File: config.mk
export PLATFORM = sky130hd
export DESIGN_NAME = psum_pad_scheduler_flat
export DESIGN_NICKNAME = d
export VERILOG_FILES = /design/src/rtl/psum_pad_scheduler_if.sv /design/src/rtl/psum_pad_scheduler.sv /design/src/flat_wrapper.sv
export SDC_FILE = /design/constraint.sdc
export NUM_CORES = 1
export LEC_CHECK = 0
export BUFFER_PORTS_ARGS = -buffer_cell sky130_fd_sc_hd__buf_2
export CORE_MARGIN = 2
export CORE_UTILIZATION = 40
export DETAILED_ROUTE_END_ITERATION = 7
export HOLD_SLACK_MARGIN = 0.02
export PLACE_DENSITY = 0.7
export SLEW_MARGIN = 20
export SYNTH_ARGS = -nofsm -noshare
export SYNTH_HDL_FRONTEND = slang
export SYNTH_SLANG_ARGS = --single-unit
File: constraint.sdc
create_clock -name i_clk -period 2 [get_ports i_clk]
set_input_delay 0.4 -clock i_clk [delete_from_list [all_inputs] [get_ports i_clk]]
set_output_delay 0.4 -clock i_clk [all_outputs]
set_load 0.005 [all_outputs]
File: src/rtl/psum_pad_scheduler_if.sv
// Bundles every control/handshake signal of the psum pad scheduler.
//   slave  : the scheduler side (takes cfg, preload, SumStage, main read, drain ack;
//            drives pad write/read ports, handshake acks/rdy and status).
//   master : the environment side (the mirror image).
// Signals:
//   i_cfg_valid/i_cfg_words   pass start and words per pass
//   Psum_in_rdy/Psum_in_ack   external preload handshake
//   i_ss_write/i_ss_waddr     SumStage writeback (never back-pressured)
//   i_main_read/i_main_raddr  pipeline psum read request
//   i_pass_done               pipeline finished the pass
//   Psum_out_rdy/Psum_out_ack drain handshake
//   o_write/o_waddr/o_wsel    pad write port (wsel 0 = SumStage, 1 = Psum_in)
//   o_read/o_raddr            pad read port
//   o_state/o_err             FSM state and sticky error
interface psum_pad_scheduler_if #(
  parameter int unsigned AWD = 3
);
  logic           i_cfg_valid;
  logic [AWD:0]   i_cfg_words;
  logic           Psum_in_rdy;
  logic           Psum_in_ack;
  logic           i_ss_write;
  logic [AWD-1:0] i_ss_waddr;
  logic           i_main_read;
  logic [AWD-1:0] i_main_raddr;
  logic           i_pass_done;
  logic           Psum_out_rdy;
  logic           Psum_out_ack;
  logic           o_write;
  logic [AWD-1:0] o_waddr;
  logic           o_wsel;
  logic           o_read;
  logic [AWD-1:0] o_raddr;
  logic [1:0]     o_state;
  logic           o_err;

  modport slave (
    input  i_cfg_valid, i_cfg_words, Psum_in_rdy, i_ss_write, i_ss_waddr,
    input  i_main_read, i_main_raddr, i_pass_done, Psum_out_ack,
    output Psum_in_ack, Psum_out_rdy, o_write, o_waddr, o_wsel, o_read, o_raddr,
    output o_state, o_err
  );

  modport master (
    output i_cfg_valid, i_cfg_words, Psum_in_rdy, i_ss_write, i_ss_waddr,
    output i_main_read, i_main_raddr, i_pass_done, Psum_out_ack,
    input  Psum_in_ack, Psum_out_rdy, o_write, o_waddr, o_wsel, o_read, o_raddr,
    input  o_state, o_err
  );
endinterface

File: src/rtl/psum_pad_scheduler.sv
// Psum pad scheduler: sequences one pass of a 2^AWD-word psum pad through
// LOAD (external preload), COMPUTE (pipeline owns the pad) and DRAIN (stream out).
// Ports:
//   i_clk  clock, rising edge
//   i_rst  asynchronous active-low reset
//   bus    psum_pad_scheduler_if.slave, all handshake, pad-port and status signals
module psum_pad_scheduler #(
  parameter int unsigned PSUMDWD = 16,
  parameter int unsigned AWD     = 3
) (
  input  logic                  i_clk,
  input  logic                  i_rst,
  psum_pad_scheduler_if.slave   bus
);

  typedef enum logic [1:0] {
    StIdle    = 2'd0,
    StLoad    = 2'd1,
    StCompute = 2'd2,
    StDrain   = 2'd3
  } state_e;

  // Pad data itself lives outside this block; the width only has to be sane.
  if (PSUMDWD == 0) begin : g_psumdwd_zero_illegal
  end

  localparam logic [AWD:0] CntFull = {1'b1, {AWD{1'b0}}};

  state_e         r_state, w_state_nxt;
  logic [AWD-1:0] r_k, w_k_nxt;
  logic [AWD:0]   r_cnt_max, w_cnt_max_nxt;
  logic           r_out_rdy, w_out_rdy_nxt;
  logic           r_err, w_err_nxt;

  logic [AWD:0]   w_cfg_words;
  logic           w_k_last;
  logic           w_in_xfer;
  logic           w_write, w_wsel, w_read, w_in_ack;
  logic [AWD-1:0] w_waddr, w_raddr;

  // 0 means one word; anything above the pad depth is clamped so k cannot wrap.
  always_comb begin
    w_cfg_words = bus.i_cfg_words;
    if (bus.i_cfg_words == '0) begin
      w_cfg_words = (AWD+1)'(1);
    end else if (bus.i_cfg_words > CntFull) begin
      w_cfg_words = CntFull;
    end
  end

  assign w_k_last  = ({1'b0, r_k} == (r_cnt_max - 1'b1));
  // A SumStage write steals the write port, so the preload beat must wait.
  assign w_in_xfer = bus.Psum_in_rdy & ~bus.i_ss_write;

  always_comb begin
    w_state_nxt   = r_state;
    w_k_nxt       = r_k;
    w_cnt_max_nxt = r_cnt_max;
    w_out_rdy_nxt = r_out_rdy;
    w_err_nxt     = r_err;
    w_write       = 1'b0;
    w_waddr       = '0;
    w_wsel        = 1'b0;
    w_read        = 1'b0;
    w_raddr       = '0;
    w_in_ack      = 1'b0;

    if (bus.i_ss_write) begin
      w_write = 1'b1;
      w_waddr = bus.i_ss_waddr;
    end

    unique case (r_state)
      StIdle: begin
        if (bus.i_ss_write) w_err_nxt = 1'b1;
        if (bus.i_cfg_valid) begin
          w_state_nxt   = StLoad;
          w_k_nxt       = '0;
          w_cnt_max_nxt = w_cfg_words;
          w_err_nxt     = 1'b0;
        end
      end
      StLoad: begin
        w_in_ack = w_in_xfer;
        if (bus.i_ss_write && bus.Psum_in_rdy) w_err_nxt = 1'b1;
        if (w_in_xfer) begin
          w_write = 1'b1;
          w_wsel  = 1'b1;
          w_waddr = r_k;
          if (w_k_last) begin
            w_state_nxt = StCompute;
            w_k_nxt     = '0;
          end else begin
            w_k_nxt = r_k + 1'b1;
          end
        end
      end
      StCompute: begin
        w_read  = bus.i_main_read;
        w_raddr = bus.i_main_raddr;
        if (bus.i_pass_done) begin
          w_state_nxt = StDrain;
          w_k_nxt     = '0;
        end
      end
      StDrain: begin
        if (bus.i_ss_write || bus.i_main_read) w_err_nxt = 1'b1;
        if (!r_out_rdy) begin
          // First drain cycle: prime the pad read; data appears next cycle.
          w_read        = 1'b1;
          w_raddr       = '0;
          w_out_rdy_nxt = 1'b1;
        end else if (bus.Psum_out_ack) begin
          if (w_k_last) begin
            w_state_nxt   = StIdle;
            w_k_nxt       = '0;
            w_out_rdy_nxt = 1'b0;
          end else begin
            // Prefetch the next word on the transfer cycle for 1 word/cycle.
            w_read  = 1'b1;
            w_raddr = r_k + 1'b1;
            w_k_nxt = r_k + 1'b1;
          end
        end
      end
      default: w_state_nxt = StIdle;
    endcase
  end

  always_ff @(posedge i_clk or negedge i_rst) begin
    if (!i_rst) begin
      r_state   <= StIdle;
      r_k       <= '0;
      r_cnt_max <= (AWD+1)'(1);
      r_out_rdy <= 1'b0;
      r_err     <= 1'b0;
    end else begin
      r_state   <= w_state_nxt;
      r_k       <= w_k_nxt;
      r_cnt_max <= w_cnt_max_nxt;
      r_out_rdy <= w_out_rdy_nxt;
      r_err     <= w_err_nxt;
    end
  end

  // Pass-through paths are combinational, so reset gates them to hold outputs at 0.
  assign bus.o_write      = i_rst & w_write;
  assign bus.o_waddr      = i_rst ? w_waddr : '0;
  assign bus.o_wsel       = i_rst & w_wsel;
  assign bus.o_read       = i_rst & w_read;
  assign bus.o_raddr      = i_rst ? w_raddr : '0;
  assign bus.Psum_in_ack  = i_rst & w_in_ack;
  assign bus.Psum_out_rdy = r_out_rdy;
  assign bus.o_state      = r_state;
  assign bus.o_err        = r_err;

endmodule

File: src/flat_wrapper.sv
// flat-port wrapper written by rule: the top's interface ports become plain ports
module psum_pad_scheduler_flat 
#(
  parameter int unsigned PSUMDWD = 16,
  parameter int unsigned AWD     = 3
)
  (i_clk, i_rst, bus_i_cfg_valid, bus_i_cfg_words, bus_Psum_in_rdy, bus_i_ss_write, bus_i_ss_waddr, bus_i_main_read, bus_i_main_raddr, bus_i_pass_done, bus_Psum_out_ack, bus_Psum_in_ack, bus_Psum_out_rdy, bus_o_write, bus_o_waddr, bus_o_wsel, bus_o_read, bus_o_raddr, bus_o_state, bus_o_err);
  psum_pad_scheduler_if #(.AWD(AWD)) bus_i ();
  input  logic i_clk;
  input  logic i_rst;
  input wire logic [$bits(bus_i.i_cfg_valid)-1:0] bus_i_cfg_valid;
  input wire logic [$bits(bus_i.i_cfg_words)-1:0] bus_i_cfg_words;
  input wire logic [$bits(bus_i.Psum_in_rdy)-1:0] bus_Psum_in_rdy;
  input wire logic [$bits(bus_i.i_ss_write)-1:0] bus_i_ss_write;
  input wire logic [$bits(bus_i.i_ss_waddr)-1:0] bus_i_ss_waddr;
  input wire logic [$bits(bus_i.i_main_read)-1:0] bus_i_main_read;
  input wire logic [$bits(bus_i.i_main_raddr)-1:0] bus_i_main_raddr;
  input wire logic [$bits(bus_i.i_pass_done)-1:0] bus_i_pass_done;
  input wire logic [$bits(bus_i.Psum_out_ack)-1:0] bus_Psum_out_ack;
  output wire logic [$bits(bus_i.Psum_in_ack)-1:0] bus_Psum_in_ack;
  output wire logic [$bits(bus_i.Psum_out_rdy)-1:0] bus_Psum_out_rdy;
  output wire logic [$bits(bus_i.o_write)-1:0] bus_o_write;
  output wire logic [$bits(bus_i.o_waddr)-1:0] bus_o_waddr;
  output wire logic [$bits(bus_i.o_wsel)-1:0] bus_o_wsel;
  output wire logic [$bits(bus_i.o_read)-1:0] bus_o_read;
  output wire logic [$bits(bus_i.o_raddr)-1:0] bus_o_raddr;
  output wire logic [$bits(bus_i.o_state)-1:0] bus_o_state;
  output wire logic [$bits(bus_i.o_err)-1:0] bus_o_err;
  assign bus_i.i_cfg_valid = bus_i_cfg_valid;
  assign bus_i.i_cfg_words = bus_i_cfg_words;
  assign bus_i.Psum_in_rdy = bus_Psum_in_rdy;
  assign bus_i.i_ss_write = bus_i_ss_write;
  assign bus_i.i_ss_waddr = bus_i_ss_waddr;
  assign bus_i.i_main_read = bus_i_main_read;
  assign bus_i.i_main_raddr = bus_i_main_raddr;
  assign bus_i.i_pass_done = bus_i_pass_done;
  assign bus_i.Psum_out_ack = bus_Psum_out_ack;
  assign bus_Psum_in_ack = bus_i.Psum_in_ack;
  assign bus_Psum_out_rdy = bus_i.Psum_out_rdy;
  assign bus_o_write = bus_i.o_write;
  assign bus_o_waddr = bus_i.o_waddr;
  assign bus_o_wsel = bus_i.o_wsel;
  assign bus_o_read = bus_i.o_read;
  assign bus_o_raddr = bus_i.o_raddr;
  assign bus_o_state = bus_i.o_state;
  assign bus_o_err = bus_i.o_err;
  psum_pad_scheduler #(.PSUMDWD(PSUMDWD), .AWD(AWD)) u_core (.i_clk(i_clk), .i_rst(i_rst), .bus(bus_i));
endmodule
==> reports/metrics.csv <==
metric,value,unit
status,"finished, violations left",
failing checks,negative setup slack,
"CTS clk-pin slew, worst paths",0.08,ns
Area Overhead vs Synth,49.9,%
grt peak-use layer,met2,
RSZ-0062 raised after global routing,true,
drt drc,0,
WL per Instance,13.7,µm
setup violators final,4,
vias in the first global route,931,
post-DP HPWL,1690,µm
WP data required,1.60,ns
Cells after Synth,96,
multi-input logic area,633,µm²
setup ws final,-0.308,ns
syn_area_per_cell,8.78,µm²
Place WS,-0.0935,ns
final design utilization,63.8,%
"Max FO, Critical Path",4,
fill count,176,
LEAKAGE,0.614,nW
initial core utilization,42.6,%
"non-filler cells, final",169,
Worst Path Arrival,1.91,ns
Synth cell types,35,
Max Fclk,0.433,GHz
die width,49.9,µm
Core Box Area,1980,µm²
CTS tree,yes,
Nets,168,
Hold Crit Class,primary input to asynchronous set/reset pin,
TritonRoute pass-1 iters,4,
"commonest cells after routing, fill and taps aside","buf_2 (31), buf_4 (12), dfrtp_1 (9)",
Port Buffer Count,31,
Antenna diodes,0,
drt total wl,2310,µm
Setup CP Type,flop to primary output,
"commonest non-fill, non-tap cell in the layout",buf_2,
all-layer global routing usage,20.9,%
Hold Fails Final Rpt,0,
CTS max path bufs,2,
placed insts,163,
startpoint types,flop,
clk_skew,0.00775,ns
CTS Sinks,11,
pin count of the biggest net entering global routing,14,
met2 Use GR,36.2,%
Final Max Slew Viols,0,
cell row count,16,
Chip Height,49.9,µm
max-cap violations,0,
Critical Path Sink Type,primary output,
fraction of layout cells with a size suffix above 1,47.9,%
Vias/cell,5.27,
Hold Slack,0.140,ns
Yosys reg bits,11,
synth warn,0,
Final Cell Area,1260,µm²
Vias,891,
FF/Latch Area,278,µm²
io pins,32,
first-pass GRT wire length,3970,µm
PwrDens,1540,nW/µm²
total CTS buffers,3,
Root Buffer,clkbuf_4,
relative slew slack,75.8,%
Netlist Area Pre-Place,843,µm²
area post-placement,1120,µm²
fin crit share,115,%
Die ar.,2490,µm²
CTS H-Tree Depth,1,
clock latency on the worst-skew pair,0.27,ns
met3 usage,4.55,%
Routability Congestion,0.752,
final worst path period need,2.31,ns
Iteration-0 DRC Markers,16,
GR Util met1,24.7,%
Syn Nets,121,
register area share after synthesis,32.8,%
measured slew at the worst slew-check pin,0.359,ns
antenna violations before repair,0,
total congestion overflow,0,
DRT antenna net count,0,
Max VDD drop,0.851,mV
[kinds of logic after synthesis]
kind of cell	after synthesis	share of synthesized area (%)
AND/OR/NAND/NOR	31	18.4
AO/OA/AOI/OAI	28	24.6
buffers and inverters	12	5.79
flip-flops	11	32.8
adder cells (fa/ha/maj)	7	10.4
XOR/XNOR	4	4.16
multiplexers	3	3.86
[final timing paths]
kind,from,to,slack (ns),depth (start not counted)
setup / recovery,u_core.r_cnt_max[0],bus_o_raddr[1],-0.31,8
hold / removal,i_rst,u_core.r_k[1],0.14,2
setup reg to reg,u_core.r_cnt_max[0],u_core.bus.o_state[1],0.05,8
hold reg to reg,u_core.r_cnt_max[2],u_core.r_cnt_max[2],0.53,2
max in group asynchronous,i_rst,u_core.bus.o_state[0],1.19,2
min in group i_clk,bus_i_cfg_words[3],u_core.r_cnt_max[0],0.30,2
[repair_timing]
action / in CTS / in global routing
pin swaps: 4 / 3
gates resized for setup: 13 / 9
setup endpoints to repair: 8 / 9
hold buffers: 1 / 0
endpoints found under the hold margin: 4 / 0
setup buffers: 3 / 1
[per-stage QoR]
stage | TNS [ns] | total power, W
6_report | -1.08 | 0.00194
5_1_grt | -1.40 | 0.00211
4_1_cts | -1.08 | 0.00181
3_5_place_dp | -0.316 | 0.00144
3_3_place_gp | -0.247 | 0.00141
2_1_floorplan | -0.0211 | 0.00104
[power breakdown]
group | switching [W] | internal, W | total [W]
clock network | 0.0000771 | 0.0000772 | 0.000154
registers | 0.0000980 | 0.000326 | 0.000424
logic | 0.000684 | 0.000678 | 0.00136
[final cells by class]
type | count | share of cell area [%]
sequential | 11 | 22.0
multi-input combinational | 73 | 50.1
tap | 27 | 2.67
timing repair buffer | 44 | 20.2
inverter | 10 | 2.97
clock buffer | 4 | 2.08
[Yosys cell counts]
master | n | share of area, %
nor4_1 | 2 | 1.5
o41ai_1 | 2 | 2.1
and4b_1 | 1 | 1.2
ha_1 | 7 | 10
o211a_2 | 1 | 1.2
nor4b_1 | 1 | 1.0
o21ai_0 | 6 | 3.6
a32o_1 | 5 | 5.9
xnor2_1 | 2 | 2.1
a211o_1 | 1 | 1.0
a211oi_1 | 1 | 0.89
a211oi_2 | 1 | 1.5
xor2_1 | 2 | 2.1
dfstp_2 | 1 | 3.1
o31ai_1 | 1 | 0.89
mux2_2 | 1 | 1.3
a21o_1 | 1 | 0.89
o21ai_1 | 1 | 0.59
nand3_1 | 3 | 1.8
nand2_1 | 8 | 3.6
o21a_1 | 2 | 1.8
nor2b_1 | 2 | 1.5
nor3_1 | 3 | 1.8
inv_1 | 10 | 4.5
a21oi_1 | 4 | 2.4
a31oi_1 | 1 | 0.74
dfrtp_1 | 10 | 30
buf_4 | 1 | 0.89
nand4_1 | 1 | 0.74
mux2_1 | 1 | 1.3
nand2b_1 | 3 | 2.2
nor2_1 | 7 | 3.1
clkbuf_1 | 1 | 0.44
mux2i_1 | 1 | 1.2
o21ba_2 | 1 | 1.2
[sequential cells by signal, summed over array words and instances, names as in the netlist]
signal	count
u_core.bus.Psum_out_rdy	1
u_core.bus.o_err	1
u_core.bus.o_state	2
u_core.r_cnt_max	4
u_core.r_k	3
[critical path, stage by stage, from the launching register on]
cell and delay (ns):
dfstp_2 0.54, inv_2 0.04, ha_4 0.21, xnor2_2 0.13, nor2_2 0.13, o211a_4 0.21
nor3_4 0.04, a32o_1 0.20, buf_2 0.12
[per-layer routing]
metal  up-vias  wire [µm]
met5         -          0
met4         0         30
met3         4        123
met2        34       1140
met1       414       1010
li1        439          -
Power figures use the tool's default switching activity.
